--- src/rtl/vm_change_dispenser_pkg.sv ---
// Shared constants and FSM encoding for the change dispenser slice.
// Latency: n/a. Backpressure: n/a.
// Build option VM_EJECT_TIMEOUT_EN is consumed by vm_change_dispenser only.
package vm_change_dispenser_pkg;

    localparam int kNumCoins  = 3;
    localparam int kCntBits   = 8;
    localparam int kTotalBits = kNumCoins * kCntBits;

    typedef enum logic [1:0] {
        ST_IDLE  = 2'd0,
        ST_EJECT = 2'd1,
        ST_DONE  = 2'd2
    } state_e;

endpackage

--- src/rtl/vm_change_dispenser_coin_stock.sv ---
// Per-denomination saturating coin stock counters with refill and decrement.
// Latency: updates visible 1 cycle after refill/decrement. Backpressure: none.
module vm_coin_stock #(
    parameter int NUM_COINS     = 3,
    parameter int CNT_BITS      = 8,
    parameter int INIT_STOCK    = 10,
    parameter int REFILL_AMOUNT = 10
) (
    input  logic                          clk,
    input  logic                          reset_n,
    input  logic [NUM_COINS-1:0]          i_refill,
    input  logic [NUM_COINS-1:0]          i_dec,
    output logic [NUM_COINS*CNT_BITS-1:0] o_stock
);

    localparam logic [CNT_BITS:0]   REFILL_W = (CNT_BITS+1)'(REFILL_AMOUNT);
    localparam logic [CNT_BITS:0]   CNT_MAX  = {1'b0, {CNT_BITS{1'b1}}};
    localparam logic [CNT_BITS-1:0] INIT_W   = CNT_BITS'(INIT_STOCK);

    logic [CNT_BITS-1:0] cnt_q [NUM_COINS];
    logic [CNT_BITS-1:0] cnt_d [NUM_COINS];
    logic [CNT_BITS:0]   sum;

    // One extra bit of headroom so refill overflow is seen before saturating.
    always_comb begin
        sum = '0;
        for (int i = 0; i < NUM_COINS; i++) begin
            sum = {1'b0, cnt_q[i]};
            if (i_refill[i]) sum = sum + REFILL_W;
            if (i_dec[i] && cnt_q[i] != '0) sum = sum - 1'b1;
            cnt_d[i] = (sum > CNT_MAX) ? {CNT_BITS{1'b1}} : sum[CNT_BITS-1:0];
        end
    end

    always_ff @(posedge clk or negedge reset_n) begin
        if (!reset_n) begin
            for (int i = 0; i < NUM_COINS; i++) cnt_q[i] <= INIT_W;
        end else begin
            for (int i = 0; i < NUM_COINS; i++) cnt_q[i] <= cnt_d[i];
        end
    end

    always_comb begin
        o_stock = '0;
        for (int i = 0; i < NUM_COINS; i++) o_stock[i*CNT_BITS +: CNT_BITS] = cnt_q[i];
    end

endmodule

--- src/rtl/vm_change_dispenser.sv ---
// Ejects a return-coin mask one coin per valid/ready handshake, highest denomination first.
// Latency: accept to o_done = k+2 cycles for k coins with ready high; out-of-stock coins cost 1 cycle.
// Backpressure: coin held until i_eject_ready; VM_EJECT_TIMEOUT_EN abandons a coin after TIMEOUT_CYCLES.
module vm_change_dispenser
    import vm_change_dispenser_pkg::*;
#(
    parameter int NUM_COINS      = kNumCoins,
    parameter int CNT_BITS       = kCntBits,
    parameter int INIT_STOCK     = 10,
    parameter int REFILL_AMOUNT  = 10,
    parameter int TIMEOUT_CYCLES = 16
) (
    input  logic                          clk,
    input  logic                          reset_n,
    input  logic                          i_return_req,
    input  logic [NUM_COINS-1:0]          i_return_coin,
    output logic                          o_req_ready,
    output logic                          o_eject_valid,
    output logic [NUM_COINS-1:0]          o_eject_coin,
    input  logic                          i_eject_ready,
    input  logic [NUM_COINS-1:0]          i_refill_coin,
    output logic                          o_done,
    output logic                          o_busy,
    output logic [NUM_COINS-1:0]          o_shortfall,
    output logic [NUM_COINS*CNT_BITS-1:0] o_stock
);

    state_e                        state_q, state_d;
    logic [NUM_COINS-1:0]          pending_q, pending_d;
    logic                          valid_q, valid_d;
    logic [NUM_COINS-1:0]          coin_q, coin_d;
    logic [NUM_COINS-1:0]          shortfall_q, shortfall_d;
    logic [NUM_COINS-1:0]          dec, pend_eff, sel_oh;
    logic                          sel_empty, advance, drop;
    logic [NUM_COINS*CNT_BITS-1:0] stock_w;

`ifdef VM_EJECT_TIMEOUT_EN
    localparam int TMO_W = $clog2(TIMEOUT_CYCLES + 1);
    logic [TMO_W-1:0] tmo_q, tmo_d;
`endif

    vm_coin_stock #(
        .NUM_COINS    (NUM_COINS),
        .CNT_BITS     (CNT_BITS),
        .INIT_STOCK   (INIT_STOCK),
        .REFILL_AMOUNT(REFILL_AMOUNT)
    ) u_stock (
        .clk     (clk),
        .reset_n (reset_n),
        .i_refill(i_refill_coin),
        .i_dec   (dec),
        .o_stock (stock_w)
    );

    always_comb begin
        state_d     = state_q;
        pending_d   = pending_q;
        valid_d     = valid_q;
        coin_d      = coin_q;
        shortfall_d = shortfall_q;
        dec         = '0;
        pend_eff    = pending_q;
        sel_oh      = '0;
        sel_empty   = 1'b0;
        drop        = 1'b0;
`ifdef VM_EJECT_TIMEOUT_EN
        drop = valid_q && !i_eject_ready && (tmo_q == TMO_W'(TIMEOUT_CYCLES - 1));
`endif
        if (valid_q && i_eject_ready) begin
            dec      = coin_q;
            pend_eff = pending_q & ~coin_q;
        end else if (drop) begin
            pend_eff = pending_q & ~coin_q;
        end
        advance = !valid_q || i_eject_ready || drop;
        // Ascending scan: the last hit is the highest remaining denomination.
        for (int i = 0; i < NUM_COINS; i++) begin
            if (pend_eff[i]) begin
                sel_oh    = '0;
                sel_oh[i] = 1'b1;
                sel_empty = (stock_w[i*CNT_BITS +: CNT_BITS] == '0);
            end
        end
        case (state_q)
            ST_IDLE: begin
                valid_d = 1'b0;
                coin_d  = '0;
                if (i_return_req) begin
                    pending_d = i_return_coin;
                    state_d   = ST_EJECT;
                end
            end
            ST_EJECT: begin
                if (advance) begin
                    if (drop) shortfall_d = shortfall_d | coin_q;
                    valid_d   = 1'b0;
                    coin_d    = '0;
                    pending_d = pend_eff;
                    if (sel_oh == '0) begin
                        state_d = ST_DONE;
                    end else if (sel_empty) begin
                        shortfall_d = shortfall_d | sel_oh;
                        pending_d   = pend_eff & ~sel_oh;
                    end else begin
                        valid_d = 1'b1;
                        coin_d  = sel_oh;
                    end
                end
            end
            ST_DONE: state_d = ST_IDLE;
            default: state_d = ST_IDLE;
        endcase
    end

`ifdef VM_EJECT_TIMEOUT_EN
    always_comb begin
        tmo_d = tmo_q;
        if (state_q != ST_EJECT || advance) tmo_d = '0;
        else if (valid_q) tmo_d = tmo_q + 1'b1;
    end

    always_ff @(posedge clk or negedge reset_n) begin
        if (!reset_n) tmo_q <= '0;
        else          tmo_q <= tmo_d;
    end
`endif

    always_ff @(posedge clk or negedge reset_n) begin
        if (!reset_n) begin
            state_q     <= ST_IDLE;
            pending_q   <= '0;
            valid_q     <= 1'b0;
            coin_q      <= '0;
            shortfall_q <= '0;
        end else begin
            state_q     <= state_d;
            pending_q   <= pending_d;
            valid_q     <= valid_d;
            coin_q      <= coin_d;
            shortfall_q <= shortfall_d;
        end
    end

    assign o_req_ready   = (state_q == ST_IDLE);
    assign o_busy        = (state_q != ST_IDLE);
    assign o_done        = (state_q == ST_DONE);
    assign o_eject_valid = valid_q;
    assign o_eject_coin  = coin_q;
    assign o_shortfall   = shortfall_q;
    assign o_stock       = stock_w;

endmodule

--- config.mk ---
export PLATFORM = sky130hd
export DESIGN_NAME = vm_change_dispenser
export DESIGN_NICKNAME = d
export VERILOG_FILES = /design/src/rtl/vm_change_dispenser_pkg.sv /design/src/rtl/vm_change_dispenser_coin_stock.sv /design/src/rtl/vm_change_dispenser.sv
export SDC_FILE = /design/constraint.sdc
export NUM_CORES = 1
export LEC_CHECK = 0
export CAP_MARGIN = 20
export CORE_MARGIN = 10
export CORE_UTILIZATION = 55
export CTS_CLUSTER_DIAMETER = 200
export CTS_CLUSTER_SIZE = 10
export DETAILED_ROUTE_END_ITERATION = 12
export PLACE_DENSITY = 0.77
export SLEW_MARGIN = 20
export SYNTH_ARGS = -nofsm -noshare
export SYNTH_HDL_FRONTEND = slang
export SYNTH_SLANG_ARGS = --single-unit
--- constraint.sdc ---
create_clock -name clk -period 3.25 [get_ports clk]
set_clock_uncertainty 0.15 [all_clocks]
set_input_delay 0.8125 -clock clk [delete_from_list [all_inputs] [get_ports clk]]
set_output_delay 0.8125 -clock clk [all_outputs]
set_load 0.05 [all_outputs]
# --- Word-level counts from Yosys, hierarchy flattened ---
# Cells that the tools add are included.
# W data, S select, Z words.
totals:
  inputBits: 10
  ff_bits: 36
  word_cells: 82
  out_inout_bits: 34
classes:
  n_lt_le_gt_ge: 3
  n_bitwise: 6
  muxes: 34
  n_reduce_logical: 20
  n_eq_ne: 5
  n_addsub: 6
op_table:
  columns: ["cell", "n"]
  rows:
  - ["$mux W9", 6]
  - ["$mux W3", 11]
  - ["$add A8 B4 Y9 const B", 3]
  - ["$gt A9 B8 Y1 const B", 3]
  - ["$sub A9 B1 Y9 const B", 3]
  - ["$logic_not A8 Y1", 3]
  - ["$mux W8", 3]
  - ["$reduce_bool A8 Y1", 3]
  - ["$pmux W3 S2", 2]
  - ["$mux W1", 7]
  - ["$and A3 B3 Y3", 2]
  - ["$mux W2", 3]
  - ["$ne A2 B2 Y1 const B", 3]
  - ["$not A3 Y3", 2]
  - ["$reduce_and A3 Y1", 2]
  - ["$logic_and A1 B1 Y1", 4]
  - ["$pmux W2 S2", 1]
  - ["$reduce_and A4 Y1", 1]
  - ["$reduce_bool A2 Y1", 2]
  - ["$logic_not A3 Y1", 1]
  - ["$or A3 B3 Y3", 1]
  - ["$eq A2 B1 Y1 const B", 1]
  - ["$eq A2 B2 Y1 const B", 1]
  - ["$logic_not A2 Y1", 1]
  - ["other kinds (5)", 5]

# --- Longest topological paths before layout ---
# Gate-level depths: netlist of the first run.
depth:
  word_depth: 12
  ltp_mapped: 8
  depth_no_buf: 7

# --- Modules after synthesis ---
# From an unflattened synthesis of the first run, not the netlist that was laid out.
hier_totals:
  hier_cells: 296
  area_unflattened_um2: 2723.9
by_module_without_submodules:
  columns: ["mod", "n_inst", "seq_area_each_um2", "area_per_inst_um2", "cells_each"]
  rows:
  - ["vm_coin_stock", 1, 608.1, 1995.7, 218]
  - ["vm_change_dispenser", 1, 300.3, 728.2, 78]

# --- Worst setup path after synthesis of the first run ---
# Ideal clock, no wire load.
synth_timing:
  kind: "input-to-reg"
  startpoint: "input port i_refill_coin[1]"
  endpoint: "register u_stock.cnt_q, in the netlist u_stock.o_stock[13]"
  t_arrival_ns: 2.474
  n_path_buf: 1
  path_stages: 8
  t_required_ns: 2.949
  path_slack_ns: 0.474
  setup_ns: 0.151
  path_cell_list: "clkbuf_1 xnor2_1 ha_1 nand4_1 a21oi_1 nand2_1 o31ai_1 o211ai_1"
synth_rtl:
  columns: ["element", "line_no", "source"]
  rows:
  - ["start, declared", "vm_change_dispenser.sv:21", "input logic [NUM_COINS-1:0] i_refill_coin,"]
  - ["end, declared", "vm_change_dispenser_coin_stock.sv:20", "logic [CNT_BITS-1:0] cnt_q [NUM_COINS];"]

# --- Worst setup path in the final report of the first run ---
layout_timing:
  startpoint: "register state_q[0]"
  endpoint: "output port o_req_ready"
layout_via:
  elab_chain_cells: 1
layout_rtl:
  columns: ["element", "line_no", "source"]
  rows:
  - ["start, declared", "vm_change_dispenser.sv:28", "state_e state_q, state_d;"]
  - ["start signal, assigned", "vm_change_dispenser.sv:136", "state_q <= state_d;"]
  - ["$logic_not A2 Y1", "vm_change_dispenser.sv:144", "assign o_req_ready = (state_q == ST_IDLE);"]
  - ["end, declared", "vm_change_dispenser.sv:17", "output logic o_req_ready,"]
# Every way passes these cells.

==> results of run 1 <==
## per-stage QoR
step	hold WS (ns)	utilization, %
finish	0.323	68.9
detailed placement	0.309	67.3
global route	0.370	68.9
CTS	0.330	68.9
global placement	0.317	67.3
floorplan	0.327	-
## sequential cells by signal, summed over array words and instances (netlist names)
| register | count |
|---|---|
| o_eject_coin | 3 |
| o_eject_valid | 1 |
| u_stock.o_stock | 24 |
| state_q | 2 |
| pending_q | 3 |
| o_shortfall | 3 |
## per-layer routing
layer / GRT usage (%) / vias up / wire length [µm]
li1: - / 1314 / -
met1: 22.6 / 1290 / 3410
met2: 27.6 / 71 / 3430
met3: 4.97 / 14 / 424
met4: 5.01 / 0 / 129
met5: 0 / - / 0
## worst max-delay path: stages, from the launching register on
cell and delay [ns]:
dfrtp_1 0.48, or2_2 0.38, inv_1 0.07, clkdlybuf4s50_1 0.80
## cell families after synthesis
group	share of synthesized area, %
fa+ha+maj	2.64
xor+xnor	10.5
mux	2.95
compound gates	21.0
buf+inv	4.36
flops	32.0
simple gates	26.6
## final timing paths
path                                     from  slack, ns  cells after the start                  to
setup / recovery                   state_q[0]       0.28                      3         o_req_ready
hold / removal                 o_shortfall[2]       0.32                      1      o_shortfall[2]
setup reg to reg           u_stock.o_stock[1]       0.54                      6  u_stock.o_stock[0]
hold reg to reg                o_shortfall[2]       0.32                      1      o_shortfall[2]
max in group asynchronous             reset_n       1.79                      2  u_stock.o_stock[3]
min in group asynchronous             reset_n       0.80                      2  u_stock.o_stock[8]
## cells in the final DEF, fill, tap and decap left out, drive strengths merged, types with 3 or more instances in the layout
cell type / synthesis / layout
o211a: 4 / 4
o21a: 3 / 3
nand3b: 3 / 3
nand4: 6 / 6
nor2: 16 / 16
a21o: 6 / 6
nand2: 34 / 34
ha: 6 / 6
buf: 11 / 18
nor4: 11 / 11
nor3: 8 / 8
nand2b: 7 / 7
and2: 4 / 4
inv: 7 / 7
nand3: 24 / 24
a21oi: 14 / 14
o211ai: 6 / 6
clkbuf: 9 / 7
o21ai: 13 / 13
xnor2: 26 / 26
a211oi: 4 / 4
mux2i: 5 / 5
mux2: 3 / 3
xor2: 8 / 8
nor2b: 10 / 10
a31oi: 4 / 4
dfrtp: 30 / 30
clkdlybuf4s50: 0 / 43
dfstp: 6 / 6
## layout make-up
class,instances,area (µm²)
fillers,439,1570
clock inverters,1,5.00
clock buffers,7,76.3
repair buffers,61,566
inverters,7,26.3
well taps,70,87.6
flip-flops and latches,36,908
multi-input cells,266,1810
## where the power goes
part           switching (mW)  internal (mW)  leakage (nW)
clock                   0.147          0.150        0.0422
combinational            1.58           1.06         0.926
sequential              0.418          0.693         0.422
total                    2.15           1.90          1.39
==> out/qor.csv, run 1 <==
metric,value,unit
worstPathMaxFanout,10,
run_status,completed,
dieArea,8440,µm²
synth_cells,329,
route.detailed.drc,0,
postSynth.topFlopCell,dfrtp_1,
worst-setup-path-type,flop to output port,
initial_utilization,56.3,%
core_area,5040,µm²
pre_antenna_drt_iters,4,
dpl_cell_area,3390,µm²
grt_start_max_net_pins,37,
cts_sinks,36,
root_buffer,clkbuf_8,
hold_viol_final,0,
maxSlewHeadroom,62.9,%
ys_types,64,
final-max-slew-violation-count,0,
detail-route-antenna-nets,0,
worst-endpoint-arrival,2.01,ns
synth.avg_cell_area,8.63,µm²
route.detailed.wl_per_inst,16.5,µm
number_of_antenna_violations_at_the_first_check_in_global_routing,0,
finalCriticalPeriod,2.97,ns
pre_cts_slack,0.193,ns
worstSetupStartpointType,flop,
drtIter0Drc,191,
overflow,0,
wl,7.39,mm
grt_first_pass_wirelength,12.6,mm
grt_setup_unrepaired,no,
postLayoutSetupSlackWorst,0.276,ns
max_capacitance_violation_count,0,
final.setup.tns,0,ns
clk-insertion-delay-late,0.29,ns
powerDensity,1170,nW/µm²
ant_diodes,0,
holdBufCountCts,0,
cp.required,2.29,ns
die_y,91.8,µm
nets,393,
clock_tree.buffer_depth,2,
dr_total_vias,2689,
netlist_top_cells_area,"dfrtp_1 26%, xnor2_1 8.0%, dfstp_2 5.6%",
syn-num-nets,345,
timing.fmax,336,MHz
stdcell_count,448,
hold_path_class,flop to flop,
vdd.ir_drop.worst,0.774,mV
placer_congestion,0.917,
cts_tree,done,
top_post_synthesis_cells_by_count,"34 x nand2_1, 30 x dfrtp_1, 26 x xnor2_1, 24 x nand3_1, 16 x nor2_1",
route.detailed.vias_per_inst,6.00,
synth.yosys.warnings,0,
crit_path_end_kind,output port,
total_instance_count_after_detailed_placement,440,
rows,26,
final_area,3480,µm²
cts.reportedPaths.clkPinSlew,0.07,ns
vias_in_the_first_global_route,2615,
cts_buffers,5,
tightest_slew,0.552,ns
synth-edff-count,0,
buffer_ports.inserted,43,
post-synth-top-area-cell,dfrtp_1,
async_flop_share,100,%
place_hpwl,5.66,mm
grt_usage,17.4,%
h-tree-depth,2,
timing.final.setup_violations,0,
die_w,91.8,µm
area.growth.synth_to_final,22.4,%
power,4.05,mW
post_cts.resized_instances,0,
seq_total_area_yosys,32.0,%
final_min_period_over_clock_period,91.5,%
total_leakage_power,1.39,nW
synth-seq-cells,36,
synthDominantCellAreaShare,26.4,%
post_cts_buffers,0,
layout-drive-gt1-share,11.6,%
syn_area,2840,µm²
yosys.cell_count.top_type,nand2_1,
pin_count,44,
(Power assumes the default switching activity.)
==> inputs of run 2 (changes only) <==
CORE_UTILIZATION = 49   (was 55)
PLACE_DENSITY = 0.73   (was 0.77)
clock period = 2.47 ns   (was 3.25 ns; I/O delays follow)
==> run 2 against run 1 <==
Effect of this change:
- final area rose by 11%
- combinational power rose by 47%
- clock-buffer cell count rose by 1
- die area rose by 9.5%
- first-iteration DRC count fell by 8.9%
- non-clock buffer count rose by 45
- register-to-register slack got worse by 0.44 ns
- final cell count rose by 10%
- sequential power rose by 30%
- sequential cell count did not move
- worst setup slack got worse by 0.22 ns
- global-route usage fell by 0.16 points
- highest routed layer unchanged
==> out/qor.csv, run 2 (synthesized netlist as in run 1, its figures left out) <==
metric,value,unit,change
grt_first_pass_wirelength,12.9,mm,+2.4%
initial_utilization,50.9,%,-5.4 points
die_w,96.1,µm,+4.6%
cts_buffers,5,,unchanged
worst-r2r-cell-count,7,,+1
h-tree-depth,2,,unchanged
area.growth.synth_to_final,35.5,%,
postLayoutSetupSlackWorst,0.0547,ns,-0.222 ns
cp-endpoint,o_stock[4],,
pre_antenna_drt_iters,5,,+1
core_area,5570,µm²,+11%
cts.reportedPaths.clkPinSlew,0.07,ns,about the same
worst_setup_path_startpoint,u_stock.o_stock[4],,
hold_viol_final,0,,unchanged
finalCriticalPeriod,2.42,ns,
final_min_period_over_clock_period,97.8,%,
placer_congestion,0.921,,+0.39%
timing.critical_path.slowest_cell_delay,0.86,ns,+0.06 ns
timing.fmax,414,MHz,
cts_tree,done,,
maxSlewHeadroom,65.6,%,+2.7 points
total_leakage_power,1.67,nW,+20%
worstReg2RegStart,u_stock.o_stock[1],,
hold_path_class,input pin to asynchronous set/reset pin,,
run_status,completed,,
number_of_antenna_violations_at_the_first_check_in_global_routing,0,,unchanged
critical_path.cell_chain,clkdlybuf4s50_1,,
worst_hold_slack,0.0696,ns,-0.254 ns
route.detailed.drc,0,,unchanged
crit_buf_inv,1,,-1
nets,438,,+11%
grt_start_max_net_pins,17,,-54%
buffer_ports.inserted,43,,unchanged
layout-drive-gt1-share,28.1,%,+16 points
powerDensity,1490,nW/µm²,+28%
critical_path.slowest_cell,clkdlybuf4s50_1,,
worst-endpoint-arrival,1.65,ns,-0.36 ns
layout_commonest_cell,buf_4,,
cts_sinks,36,,unchanged
vias_in_the_first_global_route,2658,,+1.6%
max_capacitance_violation_count,0,,unchanged
root_buffer,clkbuf_8,,
timing.final.setup_violations,0,,unchanged
wl,7.90,mm,+6.9%
worst-r2r-setup-slack,0.10,ns,-0.44 ns
clk-insertion-delay-late,0.29,ns,about the same
grt_setup_unrepaired,no,,
die_y,96.1,µm,+4.6%
tightest_slew,0.515,ns,-0.0368 ns
drtIter0Drc,174,,-8.9%
final-max-slew-violation-count,0,,unchanged
grt_usage,17.3,%,-0.16 points
cp_num_cells,1,,-2
worstPathMaxFanout,8,,-2
worst-setup-path-type,flop to output port,,
cp.required,1.70,ns,-0.59 ns
commonest_non_fill_non_tap_cells_in_the_layout,"81 x buf_4, 33 x nand2_1, 29 x dfrtp_1",,
largest_register_ffs,24,,unchanged
rows,27,,+3.8%
clock_tree.buffer_depth,2,,unchanged
critical_path.top_delay_family,buffers and inverters,,
dieArea,9240,µm²,+9.5%
route.detailed.vias_per_inst,5.77,,-3.9%
worstSetupStartpointType,flop,,
capture_instance_of_the_worst_register_to_register_path,u_stock.o_stock[0],,
ant_diodes,0,,unchanged
pin_count,44,,unchanged
route.detailed.wl_per_inst,16.0,µm,-3.2%
overflow,0,,unchanged
detail-route-antenna-nets,0,,unchanged
crit_path_end_kind,output port,,
place_hpwl,6.10,mm,+7.9%
pre_cts_slack,-0.258,ns,-0.450 ns
vdd.ir_drop.worst,1.11,mV,+43%
dr_total_vias,2856,,+6.2%
## run 2: cell types whose count changed in the layout (fill, tap and decap cells not counted), sizes merged
| cell | previous run | this run |
|---|---|---|
| clkbuf | 7 | 8 |
| buf | 18 | 83 |
| dlymetal6s2s | 0 | 2 |
| clkinv | 1 | 0 |
| clkdlybuf4s50 | 43 | 21 |
## run 2: area by class of cell
class	count	area (µm²)
inverter	7	26.3
multi-input combinational	266	1860
sequential	36	913
fill	450	1730
tap	72	90.1
timing repair buffer	106	868
clock buffer	8	90.1
## run 2: per-stage QoR
stage	std cells	util [%]	instance area (µm²)	setup TNS [ns]	power, mW
finish	495	69.0	3850	0	5.75
global route	495	69.0	3850	0	6.15
CTS	494	68.3	3810	0	5.72
detailed placement	486	66.7	3720	-4.12	5.26
global placement	486	66.7	3720	-2.95	5.20
floorplan	329	-	2870	-0.0330	3.97
## run 2: power by group
part / total (mW) / leakage (nW) / switching (mW) / internal [mW]
sequential: 1.44 / 0.422 / 0.522 / 0.919
clock: 0.432 / 0.0455 / 0.204 / 0.227
combinational: 3.87 / 1.20 / 2.21 / 1.67
## run 2: what timing repair did
item / CTS / global route
buffers inserted: 0 / 1
setup endpoints to repair: 0 / 15
hold buffers: 0 / 0
gates resized for setup: 0 / 7
## run 2: worst min-delay path by stage
stage / cells after the start / from / end
2_1_floorplan: 0 / reset_n / o_eject_coin[0]
3_3_place_gp: 1 / o_shortfall[1] / o_shortfall[1]
3_5_place_dp: 1 / o_shortfall[2] / o_shortfall[2]
4_1_cts: 1 / reset_n / o_eject_coin[1]
5_1_grt: 1 / reset_n / o_eject_coin[1]
6_report: 1 / reset_n / o_eject_coin[1]
## run 2: per-layer routing
layer  part of all wire [%]  GRT usage (%)  wire length (µm)  vias to the layer above
li1                       -              -                 -                     1404
met1                     46           24.7              3660                     1332
met2                     45           25.1              3540                      105
met3                    7.1           3.58               558                       15
met4                    1.9           6.02               148                        0
met5                      0              0                 0                        -
